==> src/rtl/diferential_rvb1_pkg.sv <==
// Shared constants for the 8-bit RV32I-subset core: opcode/funct fields,
// the hardwired program image and the hex seven-segment table.
package diferential_rvb1_pkg;

  localparam logic [6:0] OP_IMM    = 7'b0010011;
  localparam logic [6:0] OP_REG    = 7'b0110011;
  localparam logic [6:0] OP_BRANCH = 7'b1100011;
  localparam logic [6:0] OP_JAL    = 7'b1101111;
  localparam logic [6:0] OP_STORE  = 7'b0100011;

  localparam logic [2:0] F3_ADD = 3'b000;
  localparam logic [2:0] F3_BEQ = 3'b000;
  localparam logic [2:0] F3_BNE = 3'b001;
  localparam logic [2:0] F3_SW  = 3'b010;

  localparam logic [6:0] F7_ADD = 7'b0000000;
  localparam logic [6:0] F7_SUB = 7'b0100000;

  localparam int ROM_WORDS = 16;

  // Counting loop: x1 counts 0..9 onto the display, then jumps back to 0.
  localparam logic [31:0] ROM [ROM_WORDS] = '{
    32'h00000093,  // addi x1,x0,0
    32'h00A00113,  // addi x2,x0,10
    32'h00102023,  // sw   x1,0(x0)
    32'h00108093,  // addi x1,x1,1
    32'hFE209CE3,  // bne  x1,x2,-8
    32'hFEDFF06F,  // jal  x0,-20
    32'h00000013, 32'h00000013, 32'h00000013, 32'h00000013, 32'h00000013,
    32'h00000013, 32'h00000013, 32'h00000013, 32'h00000013, 32'h00000013
  };

  localparam logic [6:0] SEG7_LUT [16] = '{
    7'h3F, 7'h06, 7'h5B, 7'h4F, 7'h66, 7'h6D, 7'h7D, 7'h07,
    7'h7F, 7'h6F, 7'h77, 7'h7C, 7'h39, 7'h5E, 7'h79, 7'h71
  };

endpackage

==> src/rtl/diferential_rvb1_seg7.sv <==
// Hex digit to active-high a..g segment decoder (bit0 = a), purely combinational.
module rvb1_seg7
  import diferential_rvb1_pkg::*;
(
  input  logic [3:0] digit,
  output logic [6:0] segments
);

  assign segments = SEG7_LUT[digit];

endmodule

==> src/rtl/diferential_rvb1.sv <==
// Single-cycle 8-bit RV32I-subset core running a fixed ROM program that
// counts 0..9 on a seven-segment display register.
module diferential_rvb1
  import diferential_rvb1_pkg::*;
(
  input  logic [7:0] io_in,
  output logic [7:0] io_out
);

  logic       clk;
  logic       rst;
  logic [3:0] pc;
  logic [7:0] rf [4];
  logic [7:0] disp;

  logic [31:0] instr;
  logic [6:0]  opcode;
  logic [2:0]  funct3;
  logic [6:0]  funct7;
  logic [1:0]  rd;
  logic [1:0]  rs1;
  logic [1:0]  rs2;
  logic [7:0]  rs1_val;
  logic [7:0]  rs2_val;
  logic [7:0]  imm_i;
  logic [3:0]  br_off;
  logic [3:0]  jal_off;
  logic [3:0]  pc_inc;

  logic [3:0]  pc_next;
  logic        rf_we;
  logic [7:0]  rf_wdata;
  logic        disp_we;
  logic [6:0]  segments;
  logic        unused_bits;

  assign clk = io_in[0];
  assign rst = io_in[1];

  assign instr   = ROM[pc];
  assign opcode  = instr[6:0];
  assign rd      = instr[8:7];
  assign funct3  = instr[14:12];
  assign rs1     = instr[16:15];
  assign rs2     = instr[21:20];
  assign funct7  = instr[31:25];
  assign imm_i   = instr[27:20];
  // Word offsets are byte offset bits [5:2]; higher bits vanish in the mod-16 add.
  assign br_off  = {instr[25], instr[11:9]};
  assign jal_off = instr[25:22];
  assign pc_inc  = pc + 4'd1;

  assign rs1_val = rf[rs1];
  assign rs2_val = rf[rs2];

  always_comb begin
    pc_next  = pc_inc;
    rf_we    = 1'b0;
    rf_wdata = '0;
    disp_we  = 1'b0;
    case (opcode)
      OP_IMM: begin
        if (funct3 == F3_ADD) begin
          rf_we    = 1'b1;
          rf_wdata = rs1_val + imm_i;
        end
      end
      OP_REG: begin
        if (funct3 == F3_ADD && funct7 == F7_ADD) begin
          rf_we    = 1'b1;
          rf_wdata = rs1_val + rs2_val;
        end else if (funct3 == F3_ADD && funct7 == F7_SUB) begin
          rf_we    = 1'b1;
          rf_wdata = rs1_val - rs2_val;
        end
      end
      OP_BRANCH: begin
        if ((funct3 == F3_BEQ && rs1_val == rs2_val) ||
            (funct3 == F3_BNE && rs1_val != rs2_val))
          pc_next = pc + br_off;
      end
      OP_JAL: begin
        rf_we    = 1'b1;
        rf_wdata = {4'd0, pc_inc};
        pc_next  = pc + jal_off;
      end
      OP_STORE: begin
        if (funct3 == F3_SW)
          disp_we = 1'b1;
      end
      default: ;
    endcase
  end

  // x0 is reset like the others and never written, so it always reads zero.
  always_ff @(posedge clk or posedge rst) begin
    if (rst) begin
      pc   <= '0;
      rf   <= '{default: '0};
      disp <= '0;
    end else begin
      pc <= pc_next;
      if (rf_we && rd != 2'd0)
        rf[rd] <= rf_wdata;
      if (disp_we)
        disp <= rs2_val;
    end
  end

  rvb1_seg7 u_seg7 (
    .digit    (disp[3:0]),
    .segments (segments)
  );

  assign io_out = {1'b0, segments};

  assign unused_bits = ^{io_in[7:2], disp[7:4], instr};

endmodule

==> config.mk <==
export PLATFORM = sky130hd
export DESIGN_NAME = diferential_rvb1
export DESIGN_NICKNAME = d
export VERILOG_FILES = /design/src/rtl/diferential_rvb1_pkg.sv /design/src/rtl/diferential_rvb1_seg7.sv /design/src/rtl/diferential_rvb1.sv
export SDC_FILE = /design/constraint.sdc
export NUM_CORES = 1
export LEC_CHECK = 0
export BUFFER_PORTS_ARGS = -buffer_cell sky130_fd_sc_hd__buf_2
export CAP_MARGIN = 20
export CORE_ASPECT_RATIO = 1.2
export CORE_MARGIN = 4
export CORE_UTILIZATION = 32
export DETAILED_ROUTE_END_ITERATION = 7
export GPL_ROUTABILITY_DRIVEN = 1
export HOLD_SLACK_MARGIN = 0.12
export PLACE_DENSITY = 0.49
export SETUP_SLACK_MARGIN = 0.15
export SYNTH_ARGS = -nofsm -noshare
export SYNTH_HDL_FRONTEND = slang
export SYNTH_SLANG_ARGS = --single-unit
==> constraint.sdc <==
create_clock -name io_in -period 9 [get_ports io_in]
set_input_delay 0.45 -clock io_in [delete_from_list [all_inputs] [get_ports io_in]]
set_output_delay 0.45 -clock io_in [all_outputs]
set_load 0.01 [all_outputs]
==> results of run 1 <==
[worst reg2reg max path: cells and delay by family (launching register included)]
family                     cells  cell delay, ns
muxes                          2            0.76
and+or+nand+nor                5            1.77
DFF                            1            0.58
adders and majority gates      2            0.63
buffers and inverters          1            0.16
[flip-flops by register name, indices dropped and copies added, names as in the netlist]
signal  flops
disp        4
rf         32
pc          4
[cell type report]
class | instances | area [µm²]
multi-input combinational | 239 | 1850
sequential | 40 | 1000
clock inverter | 44 | 174
timing repair buffer | 8 | 42.5
tap | 120 | 150
fill | 985 | 5710
clock buffer | 12 | 155
inverter | 12 | 45.0
[layout by cell type, fill, tap and decap left out, drive strengths merged, types with 2 or more instances in the layout]
cell and instances:
a311oi 2, nor2b 12, mux2i 12, nor3 5, buf 8, nand3 9, mux2 10, xnor2 2
xor2 2, nand3b 2, nor2 21, and3 2, a22o 2, a21oi 20, a31oi 2, nand2b 3
mux4 7, nor3b 4, dfrtp 40, nand2 32, ha 27, fa 3, o31ai 5, clkbuf 12
o21a 3, a211oi 8, or3 2, o21ai 26, inv 55
[report_power, final]
group	total (µW)	leakage [µW]	internal [µW]	switching [µW]
Clock	340	0.000309	140	200
Combinational	0.191	0.000742	0	0.190
Sequential	176	0.000559	176	0
Total	516	0.00161	316	200
[logic make-up (layout without fill, tap and decap cells)]
kind of cell / count (synthesis) / count (layout)
other cells: 1 / 1
simple gates: 98 / 98
buf+inv: 36 / 76
xor+xnor: 4 / 4
mux: 29 / 29
fa+ha+maj: 30 / 30
flops: 40 / 40
compound gates: 77 / 77
[metal layers]
layer  share of wire (%)  up-vias
met3                 3.5       15
met4                 2.4        0
met1                  45     1173
met5                   0        -
li1                    -     1190
met2                  49       49
[worst paths after layout]
kind | start | endpoint | slack [ns] | depth (start not counted)
min in group asynchronous | io_in[1] | disp[2]$_DFFE_PP0P_ | 4.23 | 3
hold reg to reg | rf[30]$_DFFE_PP0P_ | rf[30]$_DFFE_PP0P_ | 0.40 | 0
setup / recovery | io_in[1] | rf[12]$_DFFE_PP0P_ | 4.66 | 3
hold / removal | rf[30]$_DFFE_PP0P_ | rf[30]$_DFFE_PP0P_ | 0.40 | 0
setup reg to reg | pc[1]$_DFF_PP0_ | pc[2]$_DFF_PP0_ | 5.05 | 10
max in group io_in | pc[1]$_DFF_PP0_ | pc[2]$_DFF_PP0_ | 5.05 | 10
[per-stage QoR]
step / setup slack, ns / hold slack (ns) / power (µW)
final: 4.66 / 0.402 / 516
after global routing: 4.63 / 0.411 / 573
after CTS: 4.66 / 0.405 / 539
after detailed placement: 3.58 / 0.386 / 234
after global placement: 3.58 / 0.394 / 234
after floorplan: 3.58 / 0.445 / 234
==> metrics, run 1 <==
worst-skew pair later-pin latency 0.30 ns; total number of vias 2427; Non-Filler Cell Area, Final 3410 µm²; top post-synthesis cells by area sky130_fd_sc_hd__dfrtp_1 33%, sky130_fd_sc_hd__ha_1 11%, sky130_fd_sc_hd__mux4_2 5.2%; Avg Cell Area, Syn 9.54 µm²; CTS tree done; Pwr per Cell Area 151 nW/µm²; nets 389; max-slew violation total from the final report 0; cell area after placement 3090 µm²; global-route wire length before repair 12200 µm; signed area change from the synthesized netlist to the final layout 13.6%; post-route non-filler standard cell count 475; buffers inserted by post-CTS timing repair 0; post-route clock skew 0.00752 ns; overall routing resource usage 14.7%; die boundary width 96.5 µm; drt first-iter violations 80; VDD IR-drop max 0.0697 mV; via density per instance 5.11; Congestion Overflow GR 0; count of state elements after synthesis 40; cell count after synthesis 315; cell occurring most often along the worst timing path sky130_fd_sc_hd__clkbuf_8; port buffer count 7; Top-Level Pins 16; headroom to the max-slew limit 30.4%; most used standard cells in the synthesized netlist 40 x sky130_fd_sc_hd__dfrtp_1, 32 x sky130_fd_sc_hd__nand2_1, 27 x sky130_fd_sc_hd__ha_1, 24 x sky130_fd_sc_hd__o21ai_0; fraction of layout instances using a drive strength above 1 13.8%; met1 track utilization from global routing 16.8%; required time reported for the critical path endpoint 9.53 ns; number of detailed-route iterations in the first pass 5; maximum number of pins on one net before global-route repair 27; Avg WL per Cell 15.3 µm; die extent in y 114 µm; via count of the first global-routing pass 2685; most instantiated library cell after synthesis sky130_fd_sc_hd__dfrtp_1; drt total wl 7260 µm; hold buffer count at cts 0; FFs w/ async S/R, synth 100%; Worst Path Class, Setup clock port to async pin; standard-cell row count 38; Worst setup EP type async pin; XOR/XNOR Fraction of Synth Area 1.17%; most utilized layer in the global route result met2; number of failing hold endpoints at the final stage 0; slowest stage cell, crit path sky130_fd_sc_hd__clkbuf_8; final core utilization 37.4%; startpoint kind of the worst setup timing path clock port; EDFF count, synth 0; adder-cell share of the synthesized area 13.2%; yosys synthesis warning count 0; antenna violations before repair 0; type of the worst min-delay path flop to flop; initial standard-cell utilization of the core 32.9%; cell-by-cell listing of the critical path clkbuf_8 > clkbuf_8 > inv_1; Least-Margin Pin Slew 1.04 ns; complex-gate fraction of the synthesized area 16.5%; basic-gate share of the synthesized area counting and, or, nand and nor cells 17.0%; CP Data Arrival Time 4.87 ns; share of the synthesized area in the top cell type 33.3%; Post-Synthesis Cell Area 3010 µm²; dominant delay contributor by cell family on the critical path buffers and inverters; post-placement cell count 420; share of synthesized area occupied by flip-flops and latches 33.3%; delay of the slowest cell on the worst path 0.17 ns; Buffers & Inverters on Critical Path 3; Die Outline Area 11000 µm²; GRT met3 Usage 6.51%; DRC violation count after routing 0; multiplexer area fraction after synthesis 13.4%; post-cts resize count 0; GR Layer Usage met2 21.6%; unrepaired setup endpoints after global routing false; unique cell type count in the Yosys netlist 56; setup-violating endpoint count in the final report 0; max capacitance violation total 0; number of diodes added for antenna fixing 0; routability congestion estimate from global placement 0.790; DRT antenna net count 0; largest family of logic cells by synthesized area simple AND/OR/NAND/NOR gates; area inside the core boundary 9130 µm²; Worst Path Max Fanout 12; static power due to leakage 0.00161 µW; clock input transition at the sequential cells of the worst setup and hold paths 0.08 ns; area leader, netlist sky130_fd_sc_hd__dfrtp_1; HPWL reported at the end of detailed placement 5050 µm; dominant synthesized flop cell sky130_fd_sc_hd__dfrtp_1; synthesized netlist net count 353; run status completed; aggregate negative setup slack 0 ns
Note: power is estimated with default switching activity, not from simulation.
==> run 2, diff against run 1 <==
- ABC_AREA: default -> 1
- PLACE_DENSITY: 0.49 -> 0.51
- clock period: 9 -> 3.8 ns (I/O delays scaled with it)
==> run 2 against run 1 <==
Largest power group unchanged. Critical path depth grew 16. First-iteration DRC count is 88% higher. Clock power rose to 3.5 times the previous value. Setup slack lost 4.1 ns. Hold slack got worse by 0.026 ns. Critical endpoint is now rf[22]$_DFFE_PP0P_. Critical path type is now flop to flop. Synthesized cell count rose by 42%. Final area grew 16%. Final cell count increased by 32%. Area after synthesis up 9.1%. Sequential share of layout area is 3.9 points lower.
==> metrics, run 2 <==
portion of total power attributed to the clock network 73.8%; worst-case setup slack after placement 0.382 ns; type of the worst min-delay path flop to flop; power dissipated by switching net loads 505 µW; required time reported for the critical path endpoint 3.97 ns; number of detailed-route iterations in the first pass 4; startpoint kind of the worst setup timing path flop; most used standard cells in the synthesized netlist 108 x sky130_fd_sc_hd__nand2_1, 59 x sky130_fd_sc_hd__inv_1, 44 x sky130_fd_sc_hd__o21ai_0, 40 x sky130_fd_sc_hd__dfrtp_1, 28 x sky130_fd_sc_hd__a21oi_1; headroom to the max-slew limit 44.6%; via density per instance 4.86; register ranked first by flip-flop count rf; die extent in y 119 µm; number of failing hold endpoints at the final stage 0; adder-cell share of the synthesized area 12.1%; flip-flop count of the largest register after layout 32; area leader, netlist sky130_fd_sc_hd__dfrtp_1; VDD IR-drop max 0.214 mV; Least-Margin Pin Slew 0.824 ns; XOR/XNOR Fraction of Synth Area 0.534%; HPWL reported at the end of detailed placement 6270 µm; routability congestion estimate from global placement 0.858; cell-by-cell listing of the critical path ha_1 > inv_1 > nand2_4 > nand3_4 > clkinvlp_4 > o21ai_0 > a21oi_1 > a21oi_1 > ha_1 > inv_1 > fa_1 > nor2_1 > o21ai_0 > nand2_1 > nand2_2 > o21ai_2 > nand2_1 > nand4_1 > nand2_1; signed area change from the synthesized netlist to the final layout 20.5%; drt first-iter violations 150; Flop pwr share 26.1%; post-placement cell count 565; share of the synthesized area in the top cell type 30.5%; Avg Cell Area, Syn 7.35 µm²; Die Outline Area 11900 µm²; unique cell type count in the Yosys netlist 39; hold buffer count at cts 0; final hold slack 0.376 ns; antenna violations before repair 0; basic-gate share of the synthesized area counting and, or, nand and nor cells 29.1%; total number of vias 3056; via count of the first global-routing pass 3279; achievable frequency 0.306 GHz; static power due to leakage 0.00161 µW; Worst setup EP type flop; number of diodes added for antenna fixing 0; share of total power consumed by net switching 31.6%; run status completed; setup-violating endpoint count in the final report 0; most frequent standard cell in the layout excluding fill and tap cells sky130_fd_sc_hd__nand2_1; global-route wire length before repair 15100 µm; initial standard-cell utilization of the core 32.7%; count of state elements after synthesis 40; dominant delay contributor by cell family on the critical path simple AND/OR/NAND/NOR gates; final core utilization 39.5%; slowest stage cell, crit path sky130_fd_sc_hd__dfrtp_2; most instantiated library cell after synthesis sky130_fd_sc_hd__nand2_1; fraction of layout instances using a drive strength above 1 15.9%; aggregate negative setup slack 0 ns; Congestion Overflow GR 0; largest family of logic cells by synthesized area simple AND/OR/NAND/NOR gates; post-route clock skew 0.00727 ns; cell occurring most often along the worst timing path sky130_fd_sc_hd__nand2_1; drt total wl 9020 µm; share of synthesized area occupied by flip-flops and latches 30.5%; worst-skew pair later-pin latency 0.29 ns; maximum number of pins on one net before global-route repair 20; DRC violation count after routing 0; CTS tree done; synthesized netlist net count 484; largest registers rf (32), disp (4), pc (4); post-route non-filler standard cell count 629; Avg WL per Cell 14.3 µm; FFs w/ async S/R, synth 100%; yosys synthesis warning count 0; design internal power 1090 µW; top post-synthesis cells by area sky130_fd_sc_hd__dfrtp_1 31%, sky130_fd_sc_hd__nand2_1 12%, sky130_fd_sc_hd__ha_1 10%; Buffers & Inverters on Critical Path 3; die boundary width 100 µm; Worst Path Max Fanout 11; max-slew violation total from the final report 0; area inside the core boundary 10000 µm²; Worst Path Class, Setup flop to flop; final worst slack 0.536 ns; Top-Level Pins 16; EDFF count, synth 0; clock period minus worst slack 3.26 ns; multiplexer area fraction after synthesis 0%; nets 537; Post-Synthesis Cell Area 3280 µm²; DRT antenna net count 0; dominant synthesized flop cell sky130_fd_sc_hd__dfrtp_1; clock input transition at the sequential cells of the worst setup and hold paths 0.06 ns; complex-gate fraction of the synthesized area 16.1%; Comb power frac 0%; Tcrit/Tclk final 85.9%; delay of the slowest cell on the worst path 0.50 ns; max capacitance violation total 0; standard-cell row count 40; cell count after synthesis 446; CP Data Arrival Time 3.44 ns; port buffer count 7; overall routing resource usage 16.5%; Pwr per Cell Area 405 nW/µm²; leading cell types in the layout, fill and taps excluded 108 x sky130_fd_sc_hd__nand2_1, 98 x sky130_fd_sc_hd__inv_1, 44 x sky130_fd_sc_hd__o21ai_0, 39 x sky130_fd_sc_hd__dfrtp_1, 28 x sky130_fd_sc_hd__a21oi_1; unrepaired setup endpoints after global routing false
run 2: cell count changes after synthesis, moves of 10 or more:
| cell | before | now |
|---|---|---|
| sky130_fd_sc_hd__o21ai_0 | 24 | 44 |
| sky130_fd_sc_hd__mux2_2 | 10 | 0 |
| sky130_fd_sc_hd__nor2b_1 | 12 | 0 |
| sky130_fd_sc_hd__nand2_1 | 32 | 108 |
| sky130_fd_sc_hd__nand4_1 | 0 | 18 |
| sky130_fd_sc_hd__mux2i_1 | 11 | 0 |
| sky130_fd_sc_hd__inv_1 | 13 | 59 |
run 2: metal layers:
metal	vias up	GRT usage (%)	wire, µm
li1	1555	-	-
met1	1400	18.4	3780
met2	74	24.6	4450
met3	27	6.50	395
met4	0	12.9	391
met5	-	0	0
run 2: path summary, 6_finish.rpt:
kind,startpoint,to,slack (ns),cells after the start
max,pc[1]$_DFF_PP0_,rf[22]$_DFFE_PP0P_,0.54,19
min,rf[25]$_DFFE_PP0P_,rf[25]$_DFFE_PP0P_,0.38,0
max reg2reg,pc[1]$_DFF_PP0_,rf[22]$_DFFE_PP0P_,0.54,19
min reg2reg,rf[25]$_DFFE_PP0P_,rf[25]$_DFFE_PP0P_,0.38,0
max in group asynchronous,io_in[1],rf[2]$_DFFE_PP0P_,2.04,3
min in group asynchronous,io_in[1],rf[17]$_DFFE_PP0P_,1.65,3
run 2: layout make-up:
| class | count | area (µm²) |
|---|---|---|
| clock buffers | 11 | 254 |
| clock inverters | 45 | 225 |
| fillers | 1068 | 6060 |
| inverters | 67 | 260 |
| multi-input cells | 319 | 1910 |
| flip-flops and latches | 40 | 1000 |
| well taps | 126 | 158 |
| repair buffers | 21 | 140 |
run 2: repair_timing:
item                                    in CTS  in global routing
setup buffers                                0                  9
endpoints found under the setup margin       0                 13
resized for setup                            0                  3
endpoints found under the hold margin        0                  0
run 2: power groups by stage:
stage / sequential, µW / combinational (µW) / clock [µW]
finish: 418 / 0.450 / 1180
detailed placement: 428 / 0.427 / 125
floorplan: 428 / 1.19 / 125
global route: 417 / 0.500 / 1320
CTS: 417 / 0.427 / 1240
global placement: 428 / 0.427 / 125
run 2: through the flow:
stage / power, µW / area (µm²)
2_1_floorplan: 554 / 3280
6_report: 1600 / 3950
5_1_grt: 1730 / 3950
3_5_place_dp: 553 / 3390
3_3_place_gp: 553 / 3390
4_1_cts: 1660 / 3870
run 2: logic make-up (layout without fill, tap and decap cells):
logic type,count (synthesis),in the layout
XOR/XNOR,2,2
adder cells (fa/ha/maj),30,30
AND/OR/NAND/NOR,191,191
flip-flops,40,40
AO/OA/AOI/OAI,95,95
other,1,1
buffers and inverters,87,144
==> run 3, diff against run 2 <==
- ABC_AREA: 1 -> default
==> run 3 against run 2 <==
Clock-buffer cell count rose by 1. Fmax fell by 5.2%. Critical path type unchanged. Non-clock buffer count grew 2. Critical endpoint is now rf[5]$_DFFE_PP0P_. Global-route usage fell by 0.62 points. Via count shrank 19%.
==> metrics, run 3 (synthesis gave the netlist of run 1 again) <==
routability congestion estimate from global placement 0.791; maximum number of pins on one net before global-route repair 16; drt first-iter violations 92; standard-cell row count 38; Die Outline Area 11000 µm²; flip-flop count of the largest register after layout 32; antenna violations before repair 0; post-route non-filler standard cell count 489; Non-Filler Cell Area, Final 3540 µm²; largest registers rf (32), disp (4), pc (4); origin of the critical flop-to-flop path pc[0]$_DFFE_PP0P_; most frequent standard cell in the layout excluding fill and tap cells sky130_fd_sc_hd__inv_1; Top-Level Pins 16; flop-to-flop setup slack 0.36 ns; Least-Margin Pin Slew 0.752 ns; total number of vias 2477; CTS tree done; drt total wl 7540 µm; HPWL reported at the end of detailed placement 5330 µm; reg2reg path depth 14; post-route clock skew 0.0108 ns; Tcrit/Tclk final 90.6%; via density per instance 5.07; Congestion Overflow GR 0; leading cell types in the layout, fill and taps excluded 54 x sky130_fd_sc_hd__inv_1, 39 x sky130_fd_sc_hd__dfrtp_1, 32 x sky130_fd_sc_hd__nand2_1, 26 x sky130_fd_sc_hd__ha_1, 24 x sky130_fd_sc_hd__o21ai_0; clock input transition at the sequential cells of the worst setup and hold paths 0.08 ns; setup-violating endpoint count in the final report 0; max-slew violation total from the final report 0; initial standard-cell utilization of the core 32.9%; max capacitance violation total 0; Critical path destination rf[5]$_DFFE_PP0P_; Worst setup EP type flop; signed area change from the synthesized netlist to the final layout 17.7%; port buffer count 7; Pwr per Cell Area 344 nW/µm²; clock period minus worst slack 3.44 ns; number of detailed-route iterations in the first pass 4; CP Data Arrival Time 3.62 ns; headroom to the max-slew limit 49.8%; cell area after placement 3180 µm²; final hold slack 0.407 ns; unrepaired setup endpoints after global routing false; achievable frequency 0.290 GHz; die boundary width 96.5 µm; DRT antenna net count 0; Reg-to-Reg End rf[5]$_DFFE_PP0P_; global-route wire length before repair 13100 µm; fraction of layout instances using a drive strength above 1 18.2%; die extent in y 114 µm; run status completed; post-placement cell count 432; Avg WL per Cell 15.4 µm; overall routing resource usage 15.9%; DRC violation count after routing 0; aggregate negative setup slack 0 ns; number of failing hold endpoints at the final stage 0; Worst Path Class, Setup flop to flop; via count of the first global-routing pass 2859; startpoint kind of the worst setup timing path flop; VDD IR-drop max 0.167 mV; static power due to leakage 0.00169 µW; Worst Path Max Fanout 8; nets 404; number of diodes added for antenna fixing 0; area inside the core boundary 9130 µm²; register ranked first by flip-flop count rf; source of the critical timing path pc[0]$_DFFE_PP0P_; type of the worst min-delay path flop to flop; required time reported for the critical path endpoint 3.97 ns; worst-skew pair later-pin latency 0.29 ns
run 3: changes by cell type in the layout (fill, tap and decap cells not counted), sizes merged, moves of 10 or more:
cell	change
o21ai	-27
a21oi	-11
nor2b	+12
nand2	-86
inv	-54
nand4	-17
mux2i	+12
nand3	-14
mux2	+10
run 3: metal layers:
metal | vias to the layer above | part of all wire [%] | track usage [%]
li1 | 1219 | - | -
met1 | 1197 | 45 | 17.4
met2 | 42 | 49 | 23.3
met3 | 19 | 3.2 | 7.50
met4 | 0 | 3.2 | 12.1
met5 | - | 0 | 0
run 3: worst min path at each step:
stage                  startpoint                  to  slack [ns]  cells past startpoint
2_1_floorplan  rf[24]$_DFFE_PP0P_  rf[24]$_DFFE_PP0P_        0.45                      1
4_1_cts        rf[27]$_DFFE_PP0P_  rf[27]$_DFFE_PP0P_        0.41                      0
5_1_grt        rf[24]$_DFFE_PP0P_  rf[24]$_DFFE_PP0P_        0.43                      0
3_3_place_gp   rf[27]$_DFFE_PP0P_  rf[27]$_DFFE_PP0P_        0.38                      0
3_5_place_dp   rf[27]$_DFFE_PP0P_  rf[27]$_DFFE_PP0P_        0.40                      0
6_report       rf[29]$_DFFE_PP0P_  rf[29]$_DFFE_PP0P_        0.41                      0
run 3: final cells by class:
class / count / area, µm²
tap: 120 / 150
multi-input combinational: 239 / 1860
timing repair buffer: 23 / 155
fill: 950 / 5590
clock inverter: 43 / 163
clock buffer: 12 / 165
sequential: 40 / 1000
inverter: 12 / 45.0
run 3: per-stage QoR:
step                power (µW)  utilization [%]  setup WS [ns]
floorplan                  554                -          0.260
finish                    1220             38.7          0.355
global route              1360             38.7          0.166
CTS                       1270             38.4          0.156
detailed placement         553             34.8          0.177
global placement           553             34.8          0.225
run 3: timing repair:
action / CTS / global route
hold buffers: 0 / 0
setup endpoints to repair: 0 / 7
gates resized for setup: 0 / 3
endpoints found under the hold margin: 0 / 0
setup buffers: 0 / 3
run 3: power by group:
group          switching (µW)  internal (µW)
clock                     458            342
combinational           0.452              0
sequential                  0            417
run 3: critical path, cell delays in order (launching register included):
cell and delay, ns:
sky130_fd_sc_hd__dfrtp_1 0.46, sky130_fd_sc_hd__ha_1 0.30, sky130_fd_sc_hd__nand2b_1 0.16, sky130_fd_sc_hd__a21oi_4 0.35, sky130_fd_sc_hd__mux2i_1 0.24, sky130_fd_sc_hd__nand2_1 0.06, sky130_fd_sc_hd__and2_1 0.19, sky130_fd_sc_hd__ha_1 0.30
sky130_fd_sc_hd__a21oi_1 0.18, sky130_fd_sc_hd__nor2b_1 0.08, sky130_fd_sc_hd__o21a_1 0.19, sky130_fd_sc_hd__o21ai_1 0.15, sky130_fd_sc_hd__xor2_1 0.30, sky130_fd_sc_hd__nor2_1 0.06, sky130_fd_sc_hd__mux2_2 0.28
